$ cat config.mk
export PLATFORM = sky130hd
export DESIGN_NAME = sync_fifo_param_flat
export DESIGN_NICKNAME = d
export VERILOG_FILES = /design/src/rtl/sync_fifo_param_if.sv /design/src/rtl/sync_fifo_param.sv /design/src/flat_wrapper.sv
export SDC_FILE = /design/constraint.sdc
export NUM_CORES = 1
export LEC_CHECK = 0
export CAP_MARGIN = 5
export CELL_PAD_IN_SITES_DETAIL_PLACEMENT = 1
export CELL_PAD_IN_SITES_GLOBAL_PLACEMENT = 1
export CORE_MARGIN = 3
export CORE_UTILIZATION = 40
export CTS_CLUSTER_DIAMETER = 150
export DETAILED_ROUTE_END_ITERATION = 16
export PLACE_DENSITY = 0.7
export SETUP_SLACK_MARGIN = 0.2
export SLEW_MARGIN = 5
export SYNTH_ARGS = -nofsm -noshare
export SYNTH_HDL_FRONTEND = slang
export SYNTH_SLANG_ARGS = --single-unit
$ cat constraint.sdc
create_clock -name clk -period 3.7 [get_ports clk]
set_clock_uncertainty 0.15 [all_clocks]
set_input_delay 0.74 -clock clk [delete_from_list [all_inputs] [get_ports clk]]
set_output_delay 0.74 -clock clk [all_outputs]
set_load 0.02 [all_outputs]
$ cat src/rtl/sync_fifo_param_if.sv
// Producer/consumer-side signal bundle for sync_fifo_param.
// master = the logic driving writes/reads, slave = the FIFO itself.
interface sync_fifo_param_if #(
  parameter int DSIZE = 8,
  parameter int ASIZE = 4
);
  logic             winc;
  logic [DSIZE-1:0] wdata;
  logic             wfull;
  logic             walmost_full;
  logic             rinc;
  logic [DSIZE-1:0] rdata;
  logic             rempty;
  logic             ralmost_empty;
  logic [ASIZE:0]   count;
  logic             overflow;
  logic             underflow;

  modport master (
    output winc, wdata, rinc,
    input  wfull, walmost_full, rdata, rempty, ralmost_empty, count, overflow, underflow
  );

  modport slave (
    input  winc, wdata, rinc,
    output wfull, walmost_full, rdata, rempty, ralmost_empty, count, overflow, underflow
  );
endinterface

$ cat src/rtl/sync_fifo_param.sv
// Single-clock elastic FIFO with occupancy count, almost-full/empty thresholds and
// sticky overflow/underflow flags. Define SYNC_FIFO_FWFT_EN for first-word-fall-through reads.
module sync_fifo_param #(
  parameter int DSIZE    = 8,
  parameter int ASIZE    = 4,
  parameter int AF_LEVEL = 2**ASIZE - 2,
  parameter int AE_LEVEL = 2
) (
  input logic              clk,
  input logic              rst,
  sync_fifo_param_if.slave bus
);
  localparam int             DEPTH    = 2**ASIZE;
  localparam logic [ASIZE:0] FULL_CNT = (ASIZE+1)'(DEPTH);
  localparam logic [ASIZE:0] AF_CNT   = (ASIZE+1)'(AF_LEVEL);
  localparam logic [ASIZE:0] AE_CNT   = (ASIZE+1)'(AE_LEVEL);
  localparam logic [ASIZE:0] ONE      = (ASIZE+1)'(1);

  logic [DSIZE-1:0] mem_q [DEPTH];
  logic [ASIZE:0]   waddr_q, waddr_d;
  logic [ASIZE:0]   raddr_q, raddr_d;
  logic [ASIZE:0]   count_q, count_d;
  logic             overflow_q, overflow_d;
  logic             underflow_q, underflow_d;
  logic             full, empty, wr_en, rd_en;

  // Flags decode the registered count, so acceptance always sees pre-edge state.
  assign full  = (count_q == FULL_CNT);
  assign empty = (count_q == '0);
  assign wr_en = bus.winc && !full;
  assign rd_en = bus.rinc && !empty;

  always_comb begin
    // NOTE: every next-state signal gets a default first so no latch is inferred.
    waddr_d     = waddr_q;
    raddr_d     = raddr_q;
    count_d     = count_q;
    overflow_d  = overflow_q  | (bus.winc && full);
    underflow_d = underflow_q | (bus.rinc && empty);
    if (wr_en) waddr_d = waddr_q + ONE;
    if (rd_en) raddr_d = raddr_q + ONE;
    case ({wr_en, rd_en})
      2'b10:   count_d = count_q + ONE;
      2'b01:   count_d = count_q - ONE;
      default: count_d = count_q;
    endcase
  end

  always_ff @(posedge clk) begin
    // NOTE: sequential state uses non-blocking assignments so all registers update together.
    if (rst) begin
      waddr_q     <= '0;
      raddr_q     <= '0;
      count_q     <= '0;
      overflow_q  <= 1'b0;
      underflow_q <= 1'b0;
    end else begin
      waddr_q     <= waddr_d;
      raddr_q     <= raddr_d;
      count_q     <= count_d;
      overflow_q  <= overflow_d;
      underflow_q <= underflow_d;
    end
  end

  // NOTE: the storage array is deliberately not reset; pointers alone define valid contents.
  always_ff @(posedge clk) begin
    if (!rst && wr_en) mem_q[waddr_q[ASIZE-1:0]] <= bus.wdata;
  end

`ifdef SYNC_FIFO_FWFT_EN
  assign bus.rdata = mem_q[raddr_q[ASIZE-1:0]];
`else
  logic [DSIZE-1:0] rdata_q;

  always_ff @(posedge clk) begin
    if (rst)        rdata_q <= '0;
    else if (rd_en) rdata_q <= mem_q[raddr_q[ASIZE-1:0]];
  end

  assign bus.rdata = rdata_q;
`endif

  assign bus.count         = count_q;
  assign bus.wfull         = full;
  assign bus.rempty        = empty;
  assign bus.walmost_full  = (count_q >= AF_CNT);
  assign bus.ralmost_empty = (count_q <= AE_CNT);
  assign bus.overflow      = overflow_q;
  assign bus.underflow     = underflow_q;
endmodule

$ cat src/flat_wrapper.sv
// flat-port wrapper written by rule: the top's interface ports become plain ports
module sync_fifo_param_flat 
#(
  parameter int DSIZE    = 8,
  parameter int ASIZE    = 4,
  parameter int AF_LEVEL = 2**ASIZE - 2,
  parameter int AE_LEVEL = 2
)
  (clk, rst, bus_winc, bus_wdata, bus_rinc, bus_wfull, bus_walmost_full, bus_rdata, bus_rempty, bus_ralmost_empty, bus_count, bus_overflow, bus_underflow);
  sync_fifo_param_if #(.DSIZE(DSIZE), .ASIZE(ASIZE)) bus_i ();
  input logic clk;
  input logic rst;
  input wire logic [$bits(bus_i.winc)-1:0] bus_winc;
  input wire logic [$bits(bus_i.wdata)-1:0] bus_wdata;
  input wire logic [$bits(bus_i.rinc)-1:0] bus_rinc;
  output wire logic [$bits(bus_i.wfull)-1:0] bus_wfull;
  output wire logic [$bits(bus_i.walmost_full)-1:0] bus_walmost_full;
  output wire logic [$bits(bus_i.rdata)-1:0] bus_rdata;
  output wire logic [$bits(bus_i.rempty)-1:0] bus_rempty;
  output wire logic [$bits(bus_i.ralmost_empty)-1:0] bus_ralmost_empty;
  output wire logic [$bits(bus_i.count)-1:0] bus_count;
  output wire logic [$bits(bus_i.overflow)-1:0] bus_overflow;
  output wire logic [$bits(bus_i.underflow)-1:0] bus_underflow;
  assign bus_i.winc = bus_winc;
  assign bus_i.wdata = bus_wdata;
  assign bus_i.rinc = bus_rinc;
  assign bus_wfull = bus_i.wfull;
  assign bus_walmost_full = bus_i.walmost_full;
  assign bus_rdata = bus_i.rdata;
  assign bus_rempty = bus_i.rempty;
  assign bus_ralmost_empty = bus_i.ralmost_empty;
  assign bus_count = bus_i.count;
  assign bus_overflow = bus_i.overflow;
  assign bus_underflow = bus_i.underflow;
  sync_fifo_param #(.DSIZE(DSIZE), .ASIZE(ASIZE), .AF_LEVEL(AF_LEVEL), .AE_LEVEL(AE_LEVEL)) u_core (.clk(clk), .rst(rst), .bus(bus_i));
endmodule
==> metrics.cfg <==
[sta]
setup_violations = 0
slew_headroom_pct = 41.6
min_period_ns = 3.23
setup_tns_ns = 0
post-route-period-util_pct = 87.3
worst_pin_slew_ns = 0.875
hold_viol_final = 0
max_freq_mhz = 310
drv_slew = 0
grt_setup_unrepaired = false

[placed_design]
port_buffers = 30
place_hpwl_um = 8300
dp_cells = 565
gp_congestion = 0.776

[drt]
postRouteAntennaNets = 0
drt_iter0_markers = 248
drc = 0
wl_per_cell_um = 22.0
wl_um = 13100
drt-vias-per-instance = 5.45
vias = 3254
first_pass_iters = 5

[die]
die_y_um = 129
core_area_um2 = 14600
rows = 44
io_pins = 31
dieArea_um2 = 16600
die_w_um = 129
initial_core_util_pct = 41.3

[global_routing]
grt_overflow = 0
grt_pass1_wl_um = 20900
first_global_vias = 3590
antenna_found_initial = 0
grt_usage_pct = 17.3
grt_max_degree = 35

[power]
peakVddDrop_v = 0.000366
power.density_nw_per_um2 = 650
power_leakage_uw = 0.00233

[job]
cap_violations = 0

[cts]
clock_latency_ns = 0.42
post_cts_resized = 0
postCtsSetupBuffers = 0
cts_tree = done
cts.path.max_buffers = 2
holdBufCountCts = 0
path_clk_slew_ns = 0.06
clkSinkCount = 151
numCtsBuffers = 17
ctsHtreeMaxLevel = 4
root_buffer = clkbuf_16

[setup_path]
worstPathArrival_ns = 3.39
worstSetupStartpointType = register
critical_path_peak_fanout = 11
cp.required_ns = 3.86
ff2ff_setup_slack_ns = 0.47
cp-end-kind = register
critPathKind = reg -> reg
r2r_cells = 10

[final_layout]
syn2layout_area_growth_pct = 18.6
n_antenna_cell = 0
nets = 419
instances_no_fill = 597
drive_above_1_share_pct = 22.5

[synthesis]
syn_avg_cell_area_um2 = 17.1
synth_cell_type_count = 42
synth_area_um2 = 6040
synthesis.nets = 372
ys_warn_count = 0
synth-seq-cells = 151
synth_cells = 353
yosysSeqAreaShare_pct = 71.2

[hold_path]
hp-class = reg -> reg
holdPathStages = 2

[run_status]
status = complete, no violations

==> cells by family (layout without fill, tap and decap cells) <==
logic type	count (synthesis)	after routing	share of synthesized area [%]
buffers and inverters	27	87	2.28
multiplexers	37	37	12.8
adder cells (fa/ha/maj)	7	7	1.45
flip-flops	151	151	71.2
AND/OR/NAND/NOR	76	76	5.92
XOR/XNOR	8	8	1.16
AO/OA/AOI/OAI	47	47	5.16
==> routing by layer <==
metal | GRT usage (%) | part of all wire, % | up-vias
met3 | 4.48 | 4.0 | 12
met1 | 21.9 | 43 | 1693
met2 | 29.1 | 52 | 77
li1 | - | - | 1472
met5 | 0 | 0 | -
met4 | 6.05 | 1.4 | 0
==> critical path, stage by stage, from the launching register on <==
cell and delay [ns]:
dfxtp_1 0.42, or3_1 0.56, o31ai_4 0.24, inv_2 0.09, ha_1 0.26, xor2_1 0.16
ha_1 0.26, nor3_2 0.21, a21oi_1 0.07, o32ai_1 0.35, mux2_1 0.35
==> worst paths after layout <==
| path | startpoint | endpoint |
|---|---|---|
| max reg2reg | u_core.bus.count[1]$_SDFFE_PP0P_ | u_core.bus.count[4]$_SDFFE_PP0P_ |
| min reg2reg | u_core.bus.overflow$_SDFF_PP0_ | u_core.bus.overflow$_SDFF_PP0_ |
| max | u_core.bus.count[1]$_SDFFE_PP0P_ | u_core.bus.count[4]$_SDFFE_PP0P_ |
| min | u_core.bus.overflow$_SDFF_PP0_ | u_core.bus.overflow$_SDFF_PP0_ |
==> stage by stage <==
stage	util [%]	total power (uW)	cell area, um^2	setup slack (ns)	hold slack (ns)
after floorplan	-	2760	6040	0.478	0.344
after global placement	45.2	3080	6620	0.411	0.320
after detailed placement	45.2	3110	6620	0.309	0.324
after CTS	48.9	4720	7160	0.484	0.342
after global routing	48.9	4890	7160	0.261	0.389
final	48.9	4650	7160	0.472	0.336
==> state kept, by name, indices dropped and copies added (netlist names) <==
register,cells
u_core.waddr_q,4
u_core.bus.underflow,1
u_core.bus.count,5
u_core.raddr_q,4
u_core.bus.overflow,1
u_core.mem_q,128
u_core.bus.rdata,8
==> layout by cell type (no fill, tap or decap), types with 2 or more instances in the layout <==
cell and count:
clkbuf_16 17, edfxtp_1 128, buf_4 19, inv_1 4, nand2b_1 4, xnor2_1 5
nor3b_1 2, inv_6 3, clkinv_2 4, a21oi_1 21, dfxtp_1 22, or3_1 3
clkinvlp_4 2, inv_8 3, nand2_1 10, a22oi_1 16, xor2_1 3, mux2i_1 3
mux4_2 32, nor2_1 39, nor3_1 6, clkdlybuf4s50_1 30, o21ai_0 2, ha_1 7
clkinv_4 3, nor2b_1 4, nand3_1 2
==> Yosys cell counts (all sizes together) <==
master     n  area share (%)
o32ai      1            0.14
mux2i      3            0.50
a31oi      1            0.10
a21oi     21             1.7
nand2     11            0.72
nand2b     4            0.41
nand3      2            0.17
o31ai      1            0.35
nor2b      4            0.41
a211oi     1            0.12
dfxtp     23             7.6
a2111oi    1            0.14
or3        3            0.31
and2       1            0.10
xor2       3            0.43
a22oi     16             2.0
mux2       2            0.37
xnor2      5            0.72
nor3b      2            0.25
nor4       2            0.31
buf       12             1.3
a31o       1            0.14
and3b      1            0.14
mux4      32              12
o21ai      3            0.31
clkbuf    10            0.64
inv        5            0.31
o22ai      1            0.10
nor2      39             2.4
ha         7             1.4
edfxtp   128              64
nor3       7            0.66
==> power by group <==
part           internal (uW)  switching (uW)
Sequential              1940             122
Clock                    873             719
Combinational            470             534
==> layout make-up <==
| cell class | instances | area, um^2 |
|---|---|---|
| fill | 1379 | 7480 |
| tap | 184 | 230 |
| multi-input combinational | 175 | 1600 |
| timing repair buffer | 50 | 463 |
| clock inverter | 15 | 121 |
| sequential | 151 | 4310 |
| inverter | 5 | 18.8 |
| clock buffer | 17 | 425 |
Note: power is estimated with default switching activity, not from simulation.
